`src/rtl/lcd_pkg.sv`:
```
// Shared types, opcode classes and wrap helper for the HD44780-style LCD bus responder.
package lcd_pkg;

  localparam int         DDRAM_SIZE = 80;
  localparam logic [7:0] LCD_SPACE  = 8'h20;

  typedef enum logic [3:0] {
    OP_NOP,
    OP_CLEAR,
    OP_HOME,
    OP_ENTRY,
    OP_DISP,
    OP_SHIFT,
    OP_FUNC,
    OP_CGRAM,
    OP_DDRAM
  } op_class_t;

  typedef enum logic {
    ST_IDLE,
    ST_BUSY
  } state_t;

  typedef struct packed {
    logic       rs;
    logic       rw;
    logic [7:0] dat;
  } bus_smp_t;

  typedef struct packed {
    logic disp_on;
    logic cursor_on;
    logic blink_on;
    logic dl_8bit;
    logic n_2line;
    logic f_5x10;
    logic inc;
    logic shift_en;
    logic cg_sel;
  } flags_t;

  localparam flags_t FLAGS_RST = '{dl_8bit: 1'b1, inc: 1'b1, default: 1'b0};

  // Instruction class is selected by the highest set bit of the command byte.
  function automatic op_class_t decode_op(input logic [7:0] d);
    if (d[7])      return OP_DDRAM;
    else if (d[6]) return OP_CGRAM;
    else if (d[5]) return OP_FUNC;
    else if (d[4]) return OP_SHIFT;
    else if (d[3]) return OP_DISP;
    else if (d[2]) return OP_ENTRY;
    else if (d[1]) return OP_HOME;
    else if (d[0]) return OP_CLEAR;
    else           return OP_NOP;
  endfunction

  function automatic logic [6:0] wrap_step(input logic [6:0] v, input logic up, input int size);
    logic [6:0] top_addr;
    top_addr = 7'(size - 1);
    if (up) return (v >= top_addr) ? 7'd0 : v + 7'd1;
    else    return (v == 7'd0) ? top_addr : v - 7'd1;
  endfunction

endpackage

```
`src/rtl/lcd_bus_sync.sv`:
```
// Two-flop synchronizer for {e, rs, rw, data} plus E edge detect; strobe fires 2 clk after pin E changes.
// No backpressure: the bus is sampled every cycle and the driver owns the timing.
module lcd_bus_sync
  import lcd_pkg::*;
(
  input  logic       clk,
  input  logic       rst,
  input  logic       lcd_e,
  input  logic       lcd_rs,
  input  logic       lcd_rw,
  input  logic [7:0] data_in,
  output bus_smp_t   smp,
  output logic       e_sync,
  output logic       rise,
  output logic       fall
);

  // {e, rs, rw, data}; s3 is the edge-history stage, so on a fall it still holds the last E-high sample
  logic [10:0] s1, s2, s3;

  always_ff @(posedge clk or posedge rst) begin
    if (rst) begin
      s1 <= '0;
      s2 <= '0;
      s3 <= '0;
    end else begin
      s1 <= {lcd_e, lcd_rs, lcd_rw, data_in};
      s2 <= s1;
      s3 <= s2;
    end
  end

  assign smp    = bus_smp_t'(s3[9:0]);
  assign e_sync = s3[10];
  assign rise   = s2[10] & ~s3[10];
  assign fall   = ~s2[10] & s3[10];

endmodule

```
`src/rtl/lcd_bus_responder.sv`:
```
// HD44780-compatible LCD bus device: executes write strobes the cycle after detection, then holds BF for BUSY_*_CYC clk.
// Writes arriving while busy are dropped with a cmd_drop pulse; reads only with LCD_RESP_READ_EN defined.
module lcd_bus_responder #(
  parameter int BUSY_SHORT_CYC = 3700,
  parameter int BUSY_LONG_CYC  = 152000,
  parameter int DDRAM_SIZE     = 80
) (
  input  logic       clk,
  input  logic       rst,
  input  logic       lcd_e,
  input  logic       lcd_rs,
  input  logic       lcd_rw,
  input  logic [7:0] data_in,
  output logic [7:0] data_out,
  output logic       data_oe,
  output logic       busy,
  output logic [6:0] ac,
  output logic       disp_on,
  output logic       cursor_on,
  output logic       blink_on,
  output logic       dl_8bit,
  output logic       n_2line,
  output logic       f_5x10,
  output logic       inc,
  output logic       shift_en,
  output logic [6:0] shift_ofs,
  output logic       cg_sel,
  output logic       cmd_drop,
  input  logic [6:0] dbg_addr,
  output logic [7:0] dbg_data
);

  import lcd_pkg::*;

  localparam int               CNT_W     = $clog2(BUSY_LONG_CYC + 1);
  localparam logic [CNT_W-1:0] SHORT_LD  = CNT_W'(BUSY_SHORT_CYC - 1);
  localparam logic [CNT_W-1:0] LONG_LD   = CNT_W'(BUSY_LONG_CYC - 1);
  localparam logic [6:0]       ADDR_SPAN = 7'(DDRAM_SIZE);

  bus_smp_t         smp;
  logic             e_sync, bus_rise, bus_fall;
  logic             wr_stb, rd_stb;
  op_class_t        op;
  state_t           state_q, state_d;
  logic [CNT_W-1:0] cnt_q, cnt_d;
  logic [6:0]       ac_q, ac_d, ofs_q, ofs_d;
  flags_t           flg_q, flg_d;
  logic             drop_q, drop_d;
  logic             mem_we, mem_clr;
  logic [7:0]       ddram [DDRAM_SIZE];

  lcd_bus_sync u_sync (
    .clk     (clk),
    .rst     (rst),
    .lcd_e   (lcd_e),
    .lcd_rs  (lcd_rs),
    .lcd_rw  (lcd_rw),
    .data_in (data_in),
    .smp     (smp),
    .e_sync  (e_sync),
    .rise    (bus_rise),
    .fall    (bus_fall)
  );

  assign wr_stb = bus_fall & ~smp.rw;
  assign rd_stb = bus_fall & smp.rw;
  assign op     = decode_op(smp.dat);

  always_comb begin
    state_d = state_q;
    cnt_d   = cnt_q;
    ac_d    = ac_q;
    ofs_d   = ofs_q;
    flg_d   = flg_q;
    drop_d  = 1'b0;
    mem_we  = 1'b0;
    mem_clr = 1'b0;
    unique case (state_q)
      ST_IDLE: begin
        if (wr_stb) begin
          state_d = ST_BUSY;
          cnt_d   = SHORT_LD;
          if (smp.rs) begin
            mem_we = ~flg_q.cg_sel;
            ac_d   = wrap_step(ac_q, flg_q.inc, DDRAM_SIZE);
            if (flg_q.shift_en) ofs_d = wrap_step(ofs_q, flg_q.inc, DDRAM_SIZE);
          end else begin
            case (op)
              OP_CLEAR: begin
                mem_clr      = 1'b1;
                ac_d         = 7'd0;
                ofs_d        = 7'd0;
                flg_d.inc    = 1'b1;
                flg_d.cg_sel = 1'b0;
                cnt_d        = LONG_LD;
              end
              OP_HOME: begin
                ac_d  = 7'd0;
                ofs_d = 7'd0;
                cnt_d = LONG_LD;
              end
              OP_ENTRY: begin
                flg_d.inc      = smp.dat[1];
                flg_d.shift_en = smp.dat[0];
              end
              OP_DISP: begin
                flg_d.disp_on   = smp.dat[2];
                flg_d.cursor_on = smp.dat[1];
                flg_d.blink_on  = smp.dat[0];
              end
              // Display shift right (bit2=1) lowers the offset; cursor shift right raises AC
              OP_SHIFT: begin
                if (smp.dat[3]) ofs_d = wrap_step(ofs_q, ~smp.dat[2], DDRAM_SIZE);
                else            ac_d  = wrap_step(ac_q, smp.dat[2], DDRAM_SIZE);
              end
              OP_FUNC: begin
                flg_d.dl_8bit = smp.dat[4];
                flg_d.n_2line = smp.dat[3];
                flg_d.f_5x10  = smp.dat[2];
              end
              OP_CGRAM: flg_d.cg_sel = 1'b1;
              OP_DDRAM: begin
                flg_d.cg_sel = 1'b0;
                ac_d = (smp.dat[6:0] >= ADDR_SPAN) ? smp.dat[6:0] - ADDR_SPAN : smp.dat[6:0];
              end
              default: ;
            endcase
          end
        end
      end
      ST_BUSY: begin
        drop_d = wr_stb;
        if (cnt_q == '0) state_d = ST_IDLE;
        else             cnt_d   = cnt_q - CNT_W'(1);
      end
      default: state_d = ST_IDLE;
    endcase
`ifdef LCD_RESP_READ_EN
    if (rd_stb && smp.rs) ac_d = wrap_step(ac_q, flg_q.inc, DDRAM_SIZE);
`endif
  end

  always_ff @(posedge clk or posedge rst) begin
    if (rst) begin
      state_q <= ST_IDLE;
      cnt_q   <= '0;
      ac_q    <= '0;
      ofs_q   <= '0;
      flg_q   <= FLAGS_RST;
      drop_q  <= 1'b0;
    end else begin
      state_q <= state_d;
      cnt_q   <= cnt_d;
      ac_q    <= ac_d;
      ofs_q   <= ofs_d;
      flg_q   <= flg_d;
      drop_q  <= drop_d;
    end
  end

  // Flop-based DDRAM so Clear can rewrite every byte in a single cycle
  always_ff @(posedge clk or posedge rst) begin
    if (rst) begin
      for (int i = 0; i < DDRAM_SIZE; i++) ddram[i] <= LCD_SPACE;
    end else if (mem_clr) begin
      for (int i = 0; i < DDRAM_SIZE; i++) ddram[i] <= LCD_SPACE;
    end else if (mem_we) begin
      ddram[ac_q] <= smp.dat;
    end
  end

  assign dbg_data = (dbg_addr < ADDR_SPAN) ? ddram[dbg_addr] : 8'h00;

`ifdef LCD_RESP_READ_EN
  logic [7:0] rd_q;
  logic       unused_bus;

  always_ff @(posedge clk or posedge rst) begin
    if (rst) rd_q <= '0;
    else     rd_q <= smp.rs ? ddram[ac_q] : {state_q == ST_BUSY, ac_q};
  end

  assign data_out   = rd_q;
  assign data_oe    = e_sync & smp.rw;
  assign unused_bus = bus_rise;
`else
  logic unused_bus;

  assign data_out   = '0;
  assign data_oe    = 1'b0;
  assign unused_bus = ^{bus_rise, e_sync, rd_stb};
`endif

  assign busy      = (state_q == ST_BUSY);
  assign ac        = ac_q;
  assign shift_ofs = ofs_q;
  assign disp_on   = flg_q.disp_on;
  assign cursor_on = flg_q.cursor_on;
  assign blink_on  = flg_q.blink_on;
  assign dl_8bit   = flg_q.dl_8bit;
  assign n_2line   = flg_q.n_2line;
  assign f_5x10    = flg_q.f_5x10;
  assign inc       = flg_q.inc;
  assign shift_en  = flg_q.shift_en;
  assign cg_sel    = flg_q.cg_sel;
  assign cmd_drop  = drop_q;

endmodule
```
`config.mk`:
```
export PLATFORM = sky130hd
export DESIGN_NAME = lcd_bus_responder
export DESIGN_NICKNAME = d
export VERILOG_FILES = /design/src/rtl/lcd_pkg.sv /design/src/rtl/lcd_bus_sync.sv /design/src/rtl/lcd_bus_responder.sv
export SDC_FILE = /design/constraint.sdc
export NUM_CORES = 2
export LEC_CHECK = 0
export BUFFER_PORTS_ARGS = -buffer_cell sky130_fd_sc_hd__buf_2
export CORE_MARGIN = 2
export CORE_UTILIZATION = 40
export CTS_CLUSTER_DIAMETER = 150
export DETAILED_ROUTE_END_ITERATION = 6
export SKIP_CTS_REPAIR_TIMING = 1
export SLEW_MARGIN = 20
export SYNTH_ARGS = -nofsm -noshare
export SYNTH_HDL_FRONTEND = slang
export SYNTH_SLANG_ARGS = --single-unit
```
`constraint.sdc`:
```
create_clock -name clk -period 26.3 [get_ports clk]
set_clock_uncertainty 0.05 [all_clocks]
set_input_delay 1.315 -clock clk [delete_from_list [all_inputs] [get_ports clk]]
set_output_delay 1.315 -clock clk [all_outputs]
set_load 0.02 [all_outputs]
```
# == Word-level counts from Yosys, hierarchy flattened ==
# Index checks and enable logic that the tools add are counted.
# classes
add_sub_neg,6
n_lt_le_gt_ge,7
eq_ne,13
mux,51
bitwise_logic,9
reduce_logical,19
# ops
op,count
640-bit 2-to-1 mux,2
640-bit bitwise mux,1
7-bit 2-to-1 mux,14
18-bit 2-to-1 mux,4
8-bit binary-select mux with 7-bit select,1
8-bit demux with 7-bit select,1
18-bit case mux with 2 select lines,1
8-bit 2-to-1 mux,4
4-bit AND reduction,6
7-bit >= comparator (second input constant),3
7-bit case mux with 3 select lines,1
18-bit zero test,1
18-bit by 1-bit subtractor with 18-bit output (second input constant),1
4-bit by 3-bit == test with 1-bit output (second input constant),4
8-bit >= comparator (second input constant),2
7-bit inverter with 8-bit output,2
7-bit by 1-bit adder with 7-bit output (second input constant),2
7-bit zero test,2
7-bit case mux with 2 select lines,1
7-bit by 1-bit subtractor with 7-bit output (second input constant),2
3-bit 2-to-1 mux,4
1-bit 2-to-1 mux,11
4-bit by 2-bit == test with 1-bit output (second input constant),2
8-bit by 1-bit less-than comparator with 1-bit output (second input constant),1
19 further kinds,32
# totals
reg_bits,716
in_bits,20
output_inout_bits,42
wordCells,202

# == Longest topological paths before layout ==
# logic_depth
ltp_word,14
depth_mapped,10
depth_no_buf,9

# == Hierarchy ==
# A second synthesis with hierarchy kept.
# hier_totals
cells_unflattened,3457
area_unflattened_um2,35465.3
# modules_own_cells
module,instances,cells_each,area_per_inst_um2,seq_area_each_um2
lcd_bus_responder,1,3421,34620.7,17194.0
lcd_bus_sync,1,36,844.6,825.8

# == Worst setup path before layout ==
# OpenSTA, ideal clock, no wires.
# synth_path
path_type,input to output
startpoint,input port dbg_addr[2]
endpoint,output port dbg_data[2]
arrival_time_ps,3660
required_time_ps,24935
slack_ps,21275
cell_stages,9
path_cell_list,buf_2 -> buf_2 -> clkbuf_1 -> buf_2 -> buf_2 -> nor2_1 -> nand2_1 -> o22ai_1 -> o311ai_0
# synth_via
elab_chain_cells,5
# synth_lines
element,line_no,rtl
"start, declared",lcd_bus_responder.sv:29,"input logic [6:0] dbg_addr,"
7-bit inverter with 8-bit output (implied by the code),lcd_bus_responder.sv:172,assign dbg_data = (dbg_addr < ADDR_SPAN) ? ddram[dbg_addr] : 8'h00;
8-bit binary-select mux with 7-bit select,lcd_bus_responder.sv:172,
8-bit 2-to-1 mux (implied by the code) (2 in a row),lcd_bus_responder.sv:172,
8-bit 2-to-1 mux (*),lcd_bus_responder.sv:172,
"end, declared",lcd_bus_responder.sv:30,output logic [7:0] dbg_data
# Every way passes the cells marked *; elsewhere a longest branch is shown, timed or not. The select of a mux whose other input is x is not followed.

# == Worst setup path in the final report ==
# Ends and elaborated chain as after synthesis.

==> impl_table.tex <==
\begin{tabular}{lr}
\hline
Metric & Value \\
\hline
\multicolumn{2}{l}{\textbf{STA}} \\
Fin. Hold Viols & 0 \\
Fraction of the cycle the final worst path needs & 0.252 \\
Worst-margin pin slew & 1.22 ns \\
Tightest hold margin & 0.296 ns \\
Final Max Slew Viols & 0 \\
Time the final worst path needs with I/O delays and setup & 6.62 ns \\
F\_max & 151 MHz \\
Setup repair after global routing missed its margin & no \\
Final setup TNS & 0 ns \\
Headroom to the max-slew limit & 0.190 \\
Setup violation total in the final timing report & 0 \\
\multicolumn{2}{l}{\textbf{Setup path}} \\
Slowest CP cell & nor2b\_1 \\
Critical Path Sink Type & output port \\
Start-to-end type of the worst setup path & input port to output port \\
Critical path launch point type & input port \\
Worst EP arrival & 5.25 ns \\
Launching point of the worst reg2reg path & u\_sync.s3[5]\$\_DFF\_PP0\_ \\
Register-to-register setup slack & 21.85 ns \\
Delay of the slowest critical-path stage & 0.70 ns \\
Depth of the most critical reg-to-reg path & 9 \\
Sequence of cells on the critical path & buf\_6 > buf\_4 > buf\_4 > nor2b\_1 > a221oi\_1 > a221oi\_1 > o21ai\_0 > nand3\_1 > o311ai\_0 > buf\_2 \\
CP startpoint & dbg\_addr[2] \\
Required time at the endpoint of the critical path & 24.94 ns \\
End of the worst register-to-register path & ddram[351]\$\_DFFE\_PP0P\_ \\
Critical Path Fanout Max & 59 \\
\multicolumn{2}{l}{\textbf{Final layout}} \\
Count of fill cells added during filler insertion & 8402 \\
Footprint of the multi-input gates & 16400 um\^{}2 \\
Leading cell type in the layout, fill and taps excluded & nand2\_1 \\
Top library cells by usage in the layout, fill and taps aside & nand2\_1 (646), dfrtp\_1 (626), a21oi\_1 (502) \\
Growth of design area from synthesis to finish & 10.6\% \\
Layout Nets & 3517 \\
Sequential Area & 18000 um\^{}2 \\
Fraction of layout cells with a size suffix above 1 & 0.162 \\
\multicolumn{2}{l}{\textbf{Die}} \\
Height of the die & 303 um \\
Row cnt & 109 \\
Core footprint & 88600 um\^{}2 \\
Die outline area & 92000 um\^{}2 \\
Horizontal die dimension & 303 um \\
Top-level port count & 62 \\
Starting Density & 0.404 \\
\multicolumn{2}{l}{\textbf{Routing}} \\
Via count of the routed design & 28.7k \\
Post-detailed-route via-to-cell ratio & 6.07 \\
Drt total wl & 114000 um \\
DRC Markers & 0 \\
Initial DRT Pass Iterations & 6 \\
Drt wl/cell & 24.2 um \\
Antenna-violating nets left & 0 \\
DRT iter0 DRCs & 3260 \\
\multicolumn{2}{l}{\textbf{Global routing}} \\
Antenna violations before repair & 1 \\
Overflow left after global routing & 0 \\
Maximum number of pins on one net before global-route repair & 230 \\
Aggregate global-route resource usage & 0.250 \\
First-pass GRT wire length & 178000 um \\
Via count of the first global-routing pass & 28.2k \\
\multicolumn{2}{l}{\textbf{Logic synthesis}} \\
Share of flip-flops with an asynchronous set or reset after synthesis & 1.00 \\
Sequential element share of the synthesized area & 0.503 \\
Flops \& latches, synth & 716 \\
YS warnings & 0 \\
Top-area cell type share of the netlist area & 0.443 \\
Number of flops mapped to enable cells by yosys & 0 \\
Main synth FF type & dfrtp\_1 \\
Synth area leaders & dfrtp\_1 (44\%), mux4\_2 (9.9\%), a21oi\_1 (7.0\%) \\
Yosys top cell by area & dfrtp\_1 \\
Instance count of the mapped netlist & 3622 \\
Netlist cell types & 73 \\
Synth Area per Inst & 9.90 um\^{}2 \\
Synthesized area & 35800 um\^{}2 \\
\multicolumn{2}{l}{\textbf{Hold path}} \\
Worst hold path startpoint & u\_sync.s1[0]\$\_DFF\_PP0\_ \\
Hold Crit Depth & 0 \\
Hold endpoint & u\_sync.s2[0]\$\_DFF\_PP0\_ \\
Type of the tightest min-delay check & flip-flop to flip-flop \\
\multicolumn{2}{l}{\textbf{Power}} \\
Leak Pwr & 16.5 nW \\
Worst ir drop on vdd & 52.5 uV \\
Power per unit of standard cell area & 70.0 nW/um\^{}2 \\
\multicolumn{2}{l}{\textbf{Clock network}} \\
Clk Latency, worst-skew pair & 0.65 ns \\
Total clock buffers created by CTS & 81 \\
Maximum count of clock buffers along a single path & 3 \\
Clock-pin slew on the worst setup and hold paths & 0.06 ns \\
Clock root buffer & clkbuf\_16 \\
Num Clock Sinks & 716 \\
CTS H-tree depth & 3 \\
Clock tree from TritonCTS & built \\
\multicolumn{2}{l}{\textbf{Placed design}} \\
Placer congestion estimate & 0.860 \\
Detailed-placement wirelength estimate & 67000 um \\
Count of buffers inserted at the top-level ports & 52 \\
\multicolumn{2}{l}{\textbf{Flow run}} \\
Reported max-cap violation count & 0 \\
\multicolumn{2}{l}{\textbf{Outcome}} \\
Result of the run & finished, final reports clean \\
\hline
\end{tabular}
-- metrics by stage --
| step | util | instances | area (um^2) | power, mW | setup slack [ns] |
|---|---|---|---|---|---|
| 3_5_place_dp | 0.416 | 4570 | 36900 | 1.60 | 19.73 |
| 4_1_cts | 0.447 | 4721 | 39700 | 2.79 | 19.75 |
| 2_1_floorplan | - | 3630 | 35900 | 1.47 | 4.99 |
| 3_3_place_gp | 0.416 | 4570 | 36900 | 1.59 | 19.72 |
| 6_report | 0.447 | 4722 | 39700 | 2.78 | 19.68 |
| 5_1_grt | 0.447 | 4721 | 39700 | 2.88 | 19.54 |
-- worst max-delay path by stage --
stage                              endpoint  slack (ns)  cells after the start
after global routing            dbg_data[2]       19.54                     10
after CTS                       dbg_data[3]       19.75                      9
final                           dbg_data[2]       19.68                     10
after detailed placement        dbg_data[3]       19.73                      9
after global placement          dbg_data[2]       19.72                     10
after floorplan           ac[0]$_DFFE_PP0P_        4.99                      1
-- per-layer routing --
metal	track usage	part of all wire	vias to the layer above
met5	0	0	-
met4	0.0676	0.024	0
met3	0.0496	0.083	182
met2	0.382	0.46	1204
met1	0.364	0.43	14700
li1	-	-	12600
-- synthesized netlist by cell type, types with 4 or more instances --
cell type,n
a2111oi_0,4
a211oi_1,16
a21oi_1,502
a221o_1,6
a221oi_1,14
a31oi_1,11
and2_1,7
and3_1,7
buf_1,16
buf_2,63
buf_4,9
buf_6,6
clkbuf_1,259
dfrtp_1,634
dfstp_2,82
ha_1,9
inv_1,17
mux2_2,11
mux2i_1,161
mux4_2,157
nand2_1,646
nand2b_1,10
nand3_1,364
nand3b_1,6
nor2_1,170
nor2_4,6
nor2_8,12
nor2b_1,15
nor3_1,25
nor3b_1,7
nor4_1,12
o2111ai_1,7
o211ai_1,52
o21ai_0,197
o22ai_1,10
o31ai_1,5
or2_2,5
or3_1,6
xnor2_1,5
xor2_1,5
-- cell families after synthesis --
| kind of cell | share of synthesized area |
|---|---|
| buffers and inverters | 0.0434 |
| adders and majority gates | 0.00314 |
| xor gates and xnor gates | 0.00244 |
| muxes | 0.147 |
| AOI/OAI and AO/OA | 0.134 |
| DFF | 0.503 |
| and+or+nand+nor | 0.167 |
| other | 0.000105 |
-- power by group --
part | switching [mW] | internal [mW]
registers | 0.0640 | 1.16
logic | 0.250 | 0.108
clock network | 0.485 | 0.710
total | 0.799 | 1.98
-- sequential cells by signal (all words and copies together) (netlist names) --
register	count
ddram	640
cnt_q	18
u_sync.s1	11
u_sync.s2	11
u_sync.s3	11
ac	7
shift_ofs	7
blink_on	1
busy	1
cg_sel	1
cmd_drop	1
cursor_on	1
disp_on	1
dl_8bit	1
f_5x10	1
inc	1
n_2line	1
shift_en	1
-- critical path, delay by kind of cell --
kind	cells	cell delay (ns)
AOI/OAI and AO/OA	4	0.95
buffers and inverters	4	1.98
and+or+nand+nor	2	0.91
-- area by class of cell --
cell class	count	share of cell area
Inverter	19	0.00199
Clock inverter	33	0.0107
Timing Repair Buffer	128	0.0221
Antenna cell	1	0.0000631
Tap cell	1165	0.0368
Sequential cell	716	0.455
Multi-Input combinational cell	2542	0.413
Clock buffer	118	0.0599
No activity file was read; power rests on OpenSTA's default activity.
